===== src/rtl/key_event_ctrl.sv =====
// rtl/key_event_ctrl.sv - debounced key sampler, round-robin event arbiter and event FIFO
// Optional auto-repeat is built when KEY_REPEAT_EN is defined.
module key_event_ctrl #(
    parameter int NKEYS    = 8,
    parameter int TICK_MAX = 29999,
    parameter int DEPTH    = 4,
    parameter int RPT_DLY  = 200,
    parameter int RPT_PER  = 40,
    localparam int CW      = $clog2(NKEYS)
) (
    input  logic             clk,
    input  logic             rst,
    input  logic [NKEYS-1:0] keys,
    output logic             evt_valid,
    output logic [CW-1:0]    evt_code,
    output logic             evt_rpt,
    input  logic             evt_ready,
    output logic             ovf,
    input  logic             ovf_clr
);
    localparam int TW = (TICK_MAX > 0) ? $clog2(TICK_MAX + 1) : 1;
    localparam int AW = $clog2(DEPTH);

    if (NKEYS < 2 || NKEYS > 16 || DEPTH < 2 || (DEPTH & (DEPTH - 1)) != 0 ||
        RPT_DLY < 1 || RPT_PER < 1) begin : g_bad_params
        $error("key_event_ctrl: parameter out of range");
    end

    logic [TW-1:0]    r_tick_cnt;
    logic [NKEYS-1:0] r_sync1, r_sync2, r_prev, r_pending;
    logic [CW-1:0]    r_rr_ptr;
    logic [CW-1:0]    r_mem_code [DEPTH];
    logic [AW-1:0]    r_wr_ptr, r_rd_ptr;
    logic [AW:0]      r_count;
    logic             r_ovf;

    logic             w_tick, w_full, w_empty, w_pop, w_push, w_found, w_push_key, w_push_rpt;
    logic [NKEYS-1:0] w_press, w_grant_vec;
    logic [CW-1:0]    w_gidx, w_rpt_code, w_push_code;

    assign w_tick  = (r_tick_cnt == TW'(TICK_MAX));
    assign w_press = w_tick ? (r_sync2 & ~r_prev) : '0;
    assign w_full  = (r_count == (AW+1)'(DEPTH));
    assign w_empty = (r_count == '0);
    assign w_pop   = !w_empty && evt_ready;

    // First pending bit at or after the round-robin pointer, wrapping.
    always_comb begin
        int j;
        j       = 0;
        w_found = 1'b0;
        w_gidx  = '0;
        for (int k = 0; k < NKEYS; k++) begin
            j = int'(r_rr_ptr) + k;
            if (j >= NKEYS) j = j - NKEYS;
            if (!w_found && r_pending[j[CW-1:0]]) begin
                w_found = 1'b1;
                w_gidx  = j[CW-1:0];
            end
        end
    end

    assign w_push_key  = w_found && !w_full;
    assign w_grant_vec = NKEYS'(w_push_key) << w_gidx;
    assign w_push      = w_push_key || w_push_rpt;
    assign w_push_code = w_push_key ? w_gidx : w_rpt_code;

    always_ff @(posedge clk) begin
        if (rst) begin
            r_tick_cnt <= '0;
            r_sync1    <= '0;
            r_sync2    <= '0;
            r_prev     <= '0;
            r_pending  <= '0;
            r_rr_ptr   <= '0;
            r_ovf      <= 1'b0;
            r_wr_ptr   <= '0;
            r_rd_ptr   <= '0;
            r_count    <= '0;
        end else begin
            r_tick_cnt <= w_tick ? '0 : r_tick_cnt + 1'b1;
            r_sync1    <= keys;
            r_sync2    <= r_sync1;
            if (w_tick) r_prev <= r_sync2;
            // A press on the bit being granted this clk re-sets it without loss.
            r_pending <= (r_pending & ~w_grant_vec) | w_press;
            if (|(w_press & r_pending & ~w_grant_vec)) r_ovf <= 1'b1;
            else if (ovf_clr)                          r_ovf <= 1'b0;
            if (w_push_key)
                r_rr_ptr <= (w_gidx == CW'(NKEYS - 1)) ? '0 : w_gidx + CW'(1);
            if (w_push) r_wr_ptr <= r_wr_ptr + 1'b1;
            if (w_pop)  r_rd_ptr <= r_rd_ptr + 1'b1;
            case ({w_push, w_pop})
                2'b10:   r_count <= r_count + 1'b1;
                2'b01:   r_count <= r_count - 1'b1;
                default: r_count <= r_count;
            endcase
        end
    end

    always_ff @(posedge clk) begin
        if (w_push) r_mem_code[r_wr_ptr] <= w_push_code;
    end

    assign evt_valid = !w_empty;
    assign evt_code  = w_empty ? '0 : r_mem_code[r_rd_ptr];
    assign ovf       = r_ovf;

`ifdef KEY_REPEAT_EN
    localparam int RMAX = (RPT_DLY > RPT_PER) ? RPT_DLY : RPT_PER;
    localparam int RW   = $clog2(RMAX + 1);

    logic          r_mem_rpt [DEPTH];
    logic [CW-1:0] r_last_idx;
    logic [RW-1:0] r_rpt_cnt;
    logic          r_rpt_first, r_rpt_act, r_rpt_req;
    logic [CW-1:0] w_low_idx;
    logic [RW-1:0] w_rpt_next, w_rpt_term;

    always_comb begin
        w_low_idx = '0;
        for (int k = NKEYS - 1; k >= 0; k--)
            if (w_press[k[CW-1:0]]) w_low_idx = k[CW-1:0];
    end

    assign w_rpt_next = r_rpt_cnt + RW'(1);
    assign w_rpt_term = r_rpt_first ? RW'(RPT_DLY) : RW'(RPT_PER);
    // Repeat request sits below every pending key and is discarded when the FIFO is full.
    assign w_push_rpt = !w_found && r_rpt_req && !w_full;
    assign w_rpt_code = r_last_idx;

    always_ff @(posedge clk) begin
        if (rst) begin
            r_last_idx  <= '0;
            r_rpt_cnt   <= '0;
            r_rpt_first <= 1'b0;
            r_rpt_act   <= 1'b0;
            r_rpt_req   <= 1'b0;
        end else begin
            if (w_push_rpt || (r_rpt_req && w_full)) r_rpt_req <= 1'b0;
            if (w_tick) begin
                if (|w_press) begin
                    r_last_idx  <= w_low_idx;
                    r_rpt_cnt   <= '0;
                    r_rpt_first <= 1'b1;
                    r_rpt_act   <= 1'b1;
                end else if (r_rpt_act && r_sync2[r_last_idx]) begin
                    if (w_rpt_next == w_rpt_term) begin
                        r_rpt_req   <= 1'b1;
                        r_rpt_cnt   <= '0;
                        r_rpt_first <= 1'b0;
                    end else begin
                        r_rpt_cnt <= w_rpt_next;
                    end
                end else begin
                    r_rpt_act <= 1'b0;
                end
            end
        end
    end

    always_ff @(posedge clk) begin
        if (w_push) r_mem_rpt[r_wr_ptr] <= w_push_rpt;
    end

    assign evt_rpt = !w_empty && r_mem_rpt[r_rd_ptr];
`else
    assign w_push_rpt = 1'b0;
    assign w_rpt_code = '0;
    assign evt_rpt    = 1'b0;
`endif
endmodule

===== config.mk =====
export PLATFORM = sky130hd
export DESIGN_NAME = key_event_ctrl
export DESIGN_NICKNAME = d
export VERILOG_FILES = /design/src/rtl/key_event_ctrl.sv
export SDC_FILE = /design/constraint.sdc
export NUM_CORES = 1
export LEC_CHECK = 0
export CAP_MARGIN = 20
export CORE_UTILIZATION = 40
export CTS_BUF_LIST = sky130_fd_sc_hd__clkbuf_8 sky130_fd_sc_hd__clkbuf_16
export CTS_CLUSTER_SIZE = 12
export DETAILED_ROUTE_END_ITERATION = 10
export GPL_TIMING_DRIVEN = 1
export PLACE_DENSITY = 0.68
export SLEW_MARGIN = 20
export SYNTH_ARGS = -nofsm -noshare
export SYNTH_HDL_FRONTEND = slang
export SYNTH_SLANG_ARGS = --single-unit

===== constraint.sdc =====
create_clock -name clk -period 5.4 [get_ports clk]
set_input_delay 0.81 -clock clk [delete_from_list [all_inputs] [get_ports clk]]
set_output_delay 0.81 -clock clk [all_outputs]
set_load 0.005 [all_outputs]

==> impl_metrics.toml <==
[synthesis]
yosys_register_bits = 72
synth-edff-count = 12
seq_area_frac_synth = 0.377
netlist_area_um2 = 4140
ys_types = 68
postSynthAreaPerCell_um2 = 9.83
synth_top_flop_cell = "dfxtp_1"
synth_fp_nets = 443
synth_cells = 421
yosysWarnings = 0
async_reset_ff_frac = 0

[global_route]
grt_usage = 0.158
grt_max_degree = 36
grt_pass1_wl_um = 13900
gr-max-usage-layer = "met2"
grt_use_met2 = 0.256
grt_use_met1 = 0.205
grt-ovfl-total = 0
globalRouteMet3Util = 0.0352
antenna_found_initial = 0
first_global_vias = 2887

[timing]
max-slew-margin-rel = 0.366
rsz0062_at_grt = "false"
finalHoldViolCount = 0
setup_viol = 0
finalMaxSlewViolations = 0
period_minus_slack_ps = 4650
max_freq_mhz = 215
tightest_slew_ps = 950
holdWs_ps = 441
tns_ps = 0
finClkSkew_ps = 11.3
period_share = 0.860

[clock_tree]
cts_buffers = 9
clock_latency_ps = 350
cts_setup_buffers = 0
clockBufferDepth = 2
htree_levels = 3
post_cts_resized = 0
clockRootBuffer = "clkbuf_8"
hold_buffers = 0
cts_tree = "yes"
cts.clk_slew.worst_paths_ps = 80
cts.sinks = 72

[drt]
drt-pass1-iter-count = 4
viasPerCell = 5.48
drt_iter0_drc = 149
wl_um = 8180
route.detailed.drc = 0
drt-wirelength-per-cell_um = 14.6
ant_nets = 0
vias = 3074

[hold_path]
hp-class = "reg2reg"

[die]
io-pin-count = 18
row_count = 36
start_util = 0.418
core_um2 = 9910
die_h_um = 104
fp.dieArea_um2 = 10800
floorplan.die.width_um = 104

[power_and_ir_drop]
power_frac_comb = 0.481
internal-power_mw = 1.24
seqPwrFrac = 0.336
power.leakage_nw = 1.59
p_per_area_nw_per_um2 = 459
totalPowerFinal_mw = 2.07
swShare = 0.402
pwr-share-clk = 0.183
p_switching_uw = 834
worst_ir_drop_vdd_uv = 171

[finish]
fill_cells = 966
drive_gt1_frac = 0.124
final_nets = 445
layout_commonest_cell = "dfxtp_1"
syn2layout_area_growth_pct = 9.25
final_util = 0.456
n_antenna_cell = 0
layoutNonFillerInstCount = 561
layout_common_cells = "60 x dfxtp_1, 44 x nor2_1, 35 x mux2i_1, 22 x nand2_1, 21 x nor2b_1"

[place]
place_inst = 545
place_congestion = 0.872
dpl.hpwl_um = 5840
io_buffers = 16

[setup_path]
worstPathArrival_ps = 4930
worst_setup_path_end_kind = "register"
cp.required_ps = 5680
critPathKind = "reg2reg"
crit_fanout = 18
worst_setup_path_start_kind = "register"

[flow_run]
drv_cap = 0

[status]
status = "finished, final reports clean"
## critical path, stage by stage (launching register included)
cell and delay (ps):
dfxtp_1 340, clkinv_1 260, ha_1 910, mux2_2 410, a222oi_1 340, a22oi_1 200, or2_1 340, nor3_1 160
a32oi_1 80, buf_4 220, inv_1 100, ha_1 190, inv_1 60, fa_1 370, xor2_1 160, or3_1 300
a21oi_1 150
## state kept, by name, summed over array words and instances, names as in the netlist, named ones only
name        cells
ovf             1
r_count         3
r_mem_code     12
r_pending       8
r_prev          8
r_rd_ptr        2
r_rr_ptr        3
r_sync1         8
r_sync2         8
r_tick_cnt     15
r_wr_ptr        2
## path summary, 6_finish.rpt
kind,from,to,slack (ps),cells after the start
worst max-delay path,r_rr_ptr[0],r_count[2],750,16
worst min-delay path,r_sync1[0],r_sync2[0],440,1
worst max register to register,r_rr_ptr[0],r_count[2],750,16
worst min register to register,r_sync1[0],r_sync2[0],440,1
## cell usage after synthesis (5+ instances only)
cell / number / share of area
a21oi_1: 16 / 0.019
xnor2_1: 9 / 0.019
mux2i_1: 35 / 0.085
a211oi_1: 5 / 0.0091
nor3b_1: 5 / 0.0091
o21ai_0: 10 / 0.012
inv_1: 16 / 0.015
nor2b_1: 21 / 0.032
mux2_2: 8 / 0.022
clkbuf_1: 14 / 0.013
buf_2: 5 / 0.0060
and2_1: 13 / 0.020
and3_1: 5 / 0.0076
nand2_1: 22 / 0.020
ha_1: 9 / 0.027
nor2_1: 44 / 0.040
dfxtp_1: 60 / 0.29
edfxtp_1: 12 / 0.087
xor2_1: 15 / 0.032
mux4_2: 12 / 0.065
nand3_1: 11 / 0.013
## cells by family (layout without fill, tap and decap cells)
| logic type | Yosys count | count (layout) | share of synthesized area |
|---|---|---|---|
| simple gates | 150 | 150 | 0.198 |
| buf+inv | 46 | 53 | 0.0505 |
| mux | 55 | 55 | 0.172 |
| compound gates | 62 | 62 | 0.115 |
| flops | 72 | 72 | 0.377 |
| fa+ha+maj | 10 | 10 | 0.0320 |
| other cells | 1 | 1 | 0.000906 |
| xor+xnor | 25 | 25 | 0.0547 |
## per-stage QoR
stage	instance area (µm²)	worst slack [ps]
2_1_floorplan	4140	716
3_3_place_gp	4350	906
3_5_place_dp	4350	772
4_1_cts	4520	753
5_1_grt	4520	485
6_report	4520	754
## layout make-up
cell class	count	area, µm²	share of cell area
Tap cell	133	166	0.0368
Inverter	17	63.8	0.0141
Clock buffer	9	124	0.0274
Multi-Input combinational cell	303	2370	0.524
Timing Repair Buffer	20	190	0.0420
Sequential cell	72	1560	0.345
Clock inverter	7	47.5	0.0105
## routing by layer
layer | vias up | part of all wire
met5 | - | 0
met4 | 0 | 0.024
met3 | 20 | 0.041
met2 | 73 | 0.47
met1 | 1479 | 0.46
li1 | 1502 | -
## power by group through the flow
stage	clock network, mW	logic [mW]	registers, mW
2_1_floorplan	0	0.822	0.682
3_3_place_gp	0	0.975	0.705
3_5_place_dp	0	0.995	0.710
4_1_cts	0.387	0.998	0.698
5_1_grt	0.413	1.08	0.707
6_report	0.380	0.998	0.697
No activity file was read; power rests on OpenSTA's default activity.
==> edit 1 (config.mk and constraints unchanged) <==
Register the input `keys` before use, cleared by the reset. The logic sees it one clock later. The other inputs are not delayed to match.
--- a/src/rtl/key_event_ctrl.sv
+++ b/src/rtl/key_event_ctrl.sv
@@ -20,6 +20,16 @@
 );
     localparam int TW = (TICK_MAX > 0) ? $clog2(TICK_MAX + 1) : 1;
     localparam int AW = $clog2(DEPTH);
+
+    logic [NKEYS-1:0] keys_q;
+
+    always_ff @(posedge clk) begin
+        if (rst) begin
+            keys_q <= '0;
+        end else begin
+            keys_q <= keys;
+        end
+    end
 
     if (NKEYS < 2 || NKEYS > 16 || DEPTH < 2 || (DEPTH & (DEPTH - 1)) != 0 ||
         RPT_DLY < 1 || RPT_PER < 1) begin : g_bad_params
@@ -79,7 +89,7 @@
             r_count    <= '0;
         end else begin
             r_tick_cnt <= w_tick ? '0 : r_tick_cnt + 1'b1;
-            r_sync1    <= keys;
+            r_sync1    <= keys_q;
             r_sync2    <= r_sync1;
             if (w_tick) r_prev <= r_sync2;
             // A press on the bit being granted this clk re-sets it without loss.
Check against the original RTL: same outputs for any inputs over 10 cycles, from zero or initial values and one cycle with rst high; that may be too few to reach the edited logic, so the function may still have changed.
==> edit 1 against the original RTL <==
Synthesized cell count unchanged. Setup slack got worse by 160 ps. Critical path depth decreased by 1. Via count decreased by 1.9%. Critical endpoint unchanged. Sequential cell count increased by 8. Cell area decreased by 0.39%. Largest cell class unchanged. Routed wire length decreased by 6.6%. Synthesized area decreased by 1.9%. Power decreased by 10%.
==> edit 1: results (changes against the original RTL) <==
| Metric | Value |
|---|---|
| Top post-synthesis cells by count | `68 x dfxtp_1, 42 x nand2_1, 37 x nor2_1 (was 60 x dfxtp_1, 44 x nor2_1, 35 x mux2i_1)` |
| Vias in the first global route | `2739 (was 2887)` |
| Largest net degree at the start of global routing | `55 (was 36)` |
| Worst EP arrival | `5090 ps (was 4930 ps)` |
| Drt initial violations | `136 (was 149)` |
| Worst slew margin relative to its limit | `44.8% (was 36.6%)` |
| Distinct cells, synth | `60 (was 68)` |
| Min-delay src | `r_sync1[2]$_SDFF_PP0_ (was r_sync1[0]$_SDFF_PP0_)` |
| Ranking of synthesized cells by area | `dfxtp_1 34%, edfxtp_1 8.9%, mux4_2 7.8% (was dfxtp_1 29%, edfxtp_1 8.7%, mux2i_1 8.5%)` |
| Detailed placer's ending HPWL | `5390 um (was 5840 um)` |
| Layout Nets | `454 (was 445)` |
| Worst vdd ir | `0.000187 V (was 0.000171 V)` |
| CP max stage delay | `680 ps (was 910 ps)` |
| Outcome | `finished clean (unchanged)` |
| Routed vias/inst | `5.29 (was 5.48)` |
| Worst r2r src | `r_rr_ptr[1]$_SDFFE_PP0N_ (was r_rr_ptr[0]$_SDFFE_PP0N_)` |
| First-pass GRT wire length | `13000 um (was 13900 um)` |
| Hold endpoint | `r_sync2[2]$_SDFF_PP0_ (was r_sync2[0]$_SDFF_PP0_)` |
| Gr usage total | `15.9% (was 15.8%)` |
| Net Switching | `684 uW (was 834 uW)` |
| Final instance count without filler cells | `570 (was 561)` |
| Clock Skew | `14.4 ps (was 11.3 ps)` |
| Post-synthesis sequential area ratio | `42.4% (was 37.7%)` |
| R2R Setup Slk | `590 ps (was 750 ps)` |
| FILL cells | `971 (was 966)` |
| # placed instances | `554 (was 545)` |
| Share of cells above drive strength 1 | `12.1% (was 12.4%)` |
| Leak | `1.60 nW (was 1.59 nW)` |
| Crit path max fanout | `13 (was 18)` |
| Post-Syn Area per Cell | `9.65 um2 (was 9.83 um2)` |
## edit 1: routing by layer
layer  vias to the layer above  global-route usage, %  part of all wire (%)
li1                       1503                      -                     -
met1                      1426                   20.2                    47
met2                        75                   25.9                    46
met3                        11                   4.14                   5.2
met4                         0                   6.28                   1.9
met5                         -                      0                     0
## edit 1: final cells by class
cell class	count	share of cell area (%)
clock buffer	9	2.75
clock inverter	7	1.61
inverter	21	1.78
multi-input combinational	301	48.0
sequential	80	38.2
tap	133	3.69
timing repair buffer	19	3.94
## edit 1: per-stage QoR
| step | power, mW | setup slack, ps | instance area [um2] | hold WS, ps | util (%) |
|---|---|---|---|---|---|
| after floorplan | 1.28 | 1470 | 4060 | 414 | - |
| after global placement | 1.42 | 799 | 4310 | 417 | 43.9 |
| after detailed placement | 1.44 | 617 | 4310 | 422 | 43.9 |
| after CTS | 1.88 | 588 | 4510 | 441 | 45.9 |
| after global routing | 1.98 | 216 | 4510 | 457 | 45.9 |
| final | 1.86 | 593 | 4510 | 440 | 45.9 |
## edit 1: power by group through the flow
stage	combinational [mW]	clock (mW)	sequential, mW
after floorplan	0.550	0	0.730
after detailed placement	0.689	0	0.755
after CTS	0.691	0.444	0.741
after global routing	0.766	0.468	0.748
final	0.687	0.431	0.741
after global placement	0.673	0	0.751
## edit 1: kinds of logic after synthesis
group	Yosys count	share of synthesized area, %
AO/OA/AOI/OAI	74	12.0
XOR/XNOR	21	4.53
adder cells (fa/ha/maj)	10	3.27
buffers and inverters	40	4.34
flip-flops	80	42.4
multiplexers	31	12.4
other	1	0.0923
AND/OR/NAND/NOR	164	20.9
## edit 1: worst max-delay path by stage
stage / from / end / slack [ps] / cells past startpoint
after CTS: r_rr_ptr[1]$_SDFFE_PP0N_ / r_count[2]$_SDFFE_PP0P_ / 590 / 15
after detailed placement: r_rr_ptr[1]$_SDFFE_PP0N_ / r_count[2]$_SDFFE_PP0P_ / 620 / 15
after global placement: r_rr_ptr[1]$_SDFFE_PP0N_ / r_count[2]$_SDFFE_PP0P_ / 800 / 15
after global routing: r_rr_ptr[1]$_SDFFE_PP0N_ / r_count[2]$_SDFFE_PP0P_ / 220 / 15
final: r_rr_ptr[1]$_SDFFE_PP0N_ / r_count[2]$_SDFFE_PP0P_ / 590 / 15
after floorplan: r_rr_ptr[1]$_SDFFE_PP0N_ / r_count[2]$_SDFFE_PP0P_ / 1470 / 16
==> edit 2 (same settings) <==
Made on the original files. The option `KEY_REPEAT_EN` is turned on by a define.
--- a/src/rtl/key_event_ctrl.sv
+++ b/src/rtl/key_event_ctrl.sv
@@ -1,5 +1,7 @@
 // rtl/key_event_ctrl.sv - debounced key sampler, round-robin event arbiter and event FIFO
 // Optional auto-repeat is built when KEY_REPEAT_EN is defined.
+`define KEY_REPEAT_EN
+
 module key_event_ctrl #(
     parameter int NKEYS    = 8,
     parameter int TICK_MAX = 29999,
Formal check against the unedited RTL: no difference found for any inputs over 10 cycles, from zero or initial values and one cycle with rst high; that may be too few to reach the edited logic, so the function may still have changed.
==> edit 2 against the original RTL <==
Routed wire length increased by 23%. Final cell count increased by 24%. Die area increased by 20%. Cell area increased by 22%. Core utilization increased by 0.18 points. Sequential cell count increased by 18. Setup slack improved by 130 ps. Synthesized area increased by 20%. Count of clock-buffer cells in the layout unchanged. Largest cell class unchanged.
Power is not compared: it rests on default switching activity, and its combinational part moved more than twofold at a synthesized area within 25%.
==> edit 2: results (changes against the original RTL) <==
| Metric | Value |
|---|---|
| RD Place Congestion | `0.883 (was 0.872)` |
| Largest net degree at the start of global routing | `58 (was 36)` |
| Min-delay src | `r_sync1[4]$_SDFF_PP0_ (was r_sync1[0]$_SDFF_PP0_)` |
| Syn Nets | `543 (was 443)` |
| Share of cells above drive strength 1 | `11.8% (was 12.4%)` |
| Largest regs | `r_tick_cnt: 15 flops, r_mem_code: 12 flops (unchanged)` |
| Ys flop type | `dfxtp_1 (unchanged)` |
| Cells after synthesis | `519 (was 421)` |
| Outcome | `finished clean (unchanged)` |
| Reg-to-reg endpoint | `r_count[2]$_SDFFE_PP0P_ (unchanged)` |
| Detailed placer's ending HPWL | `7230 um (was 5840 um)` |
| R2R Setup Slk | `880 ps (was 750 ps)` |
| Gr usage total | `16.7% (was 15.8%)` |
| Post-synthesis sequential area ratio | `39.4% (was 37.7%)` |
| Final instance count without filler cells | `694 (was 561)` |
| Crit path max fanout | `14 (was 18)` |
| First-pass GRT wire length | `17100 um (was 13900 um)` |
| Setup Buffers After CTS | `0 (unchanged)` |
| Worst r2r path cells | `14 (was 16)` |
| Drt initial violations | `195 (was 149)` |
| Top post-synthesis cells by count | `74 x dfxtp_1, 56 x nor2_1, 48 x nand2_1 (was 60 x dfxtp_1, 44 x nor2_1, 35 x mux2i_1)` |
| Clock Skew | `8.18 ps (was 11.3 ps)` |
| CP max stage delay | `740 ps (was 910 ps)` |
| Worst EP arrival | `4780 ps (was 4930 ps)` |
| Avg WL per Cell | `14.5 um (was 14.6 um)` |
| IO buf count | `17 (was 16)` |
| Fin crit share | `83.6% (was 86.0%)` |
| FILL cells | `1144 (was 966)` |
| Post-cts sizing count | `0 (unchanged)` |
| Routed vias/inst | `5.45 (was 5.48)` |
| Post-synth EDFFs | `16 (was 12)` |
| CTS root buffer | `clkbuf_16 (was clkbuf_8)` |
| Worst vdd ir | `0.000207 V` |
| Pre-CTS worst setup slack | `655 ps (was 772 ps)` |
| Hold Slack | `439 ps (was 441 ps)` |
| Ranking of synthesized cells by area | `dfxtp_1 30%, edfxtp_1 9.7%, mux4_2 8.1% (was dfxtp_1 29%, edfxtp_1 8.7%, mux2i_1 8.5%)` |
| Hold endpoint | `r_sync2[4]$_SDFF_PP0_ (was r_sync2[0]$_SDFF_PP0_)` |
| CTS Buffer Depth | `2 (unchanged)` |
| Worst slew margin relative to its limit | `31.2% (was 36.6%)` |
| # placed instances | `677 (was 545)` |
| Layout Nets | `545 (was 445)` |
| Vias in the first global route | `3575 (was 2887)` |
[edit 2: cell types whose count changed after synthesis, moves of 5 or more]
cell      before  now
a31oi_1        1    7
mux4_2        12   18
nand2_1       22   48
nor2b_1       21   28
a211oi_1       5    0
a21oi_1       16   31
o21ai_1        0    5
mux2_2         8    3
nand3_1       11   16
mux2i_1       35   16
dfxtp_1       60   74
nor2_1        44   56
clkbuf_1      14   21
[edit 2: power by group]
group | internal (mW) | total [mW] | switching, mW
combinational | 0.0140 | 0.0282 | 0.0142
sequential | 0.687 | 0.691 | 0.00396
clock | 0.319 | 0.591 | 0.272
[edit 2: per-layer routing]
metal	track usage (%)	wire length [um]
met1	21.2	4420
met2	28.2	5030
met3	4.57	560
met4	4.39	42
met5	0	0
[edit 2: final cells by class]
class | instances | area, um2 | share of cell area, %
Multi-Input combinational cell | 377 | 2780 | 50.3
Clock buffer | 9 | 225 | 4.08
Clock inverter | 7 | 62.6 | 1.13
Sequential cell | 90 | 1960 | 35.5
Timing Repair Buffer | 22 | 203 | 3.67
Inverter | 21 | 86.3 | 1.56
Tap cell | 168 | 210 | 3.80
[edit 2: worst reg2reg max path, delay by kind of cell, from the launching register on]
family	cells	cell delay (ps)
buf+inv	2	280
compound gates	3	630
xor+xnor	1	150
fa+ha+maj	3	1330
flops	1	330
mux	2	930
simple gates	3	780
[edit 2: through the flow]
stage	power [mW]	cell area (um2)
after detailed placement	0.735	5230
after global placement	0.734	5230
final	1.31	5530
after CTS	1.33	5520
after floorplan	0.723	4980
after global routing	1.36	5530
[edit 2: cell families after synthesis]
kind of cell / share of synthesized area [%]
XOR/XNOR: 4.75
multiplexers: 14.8
adder cells (fa/ha/maj): 3.17
flip-flops: 39.4
AND/OR/NAND/NOR: 21.7
AO/OA/AOI/OAI: 11.3
buffers and inverters: 4.93
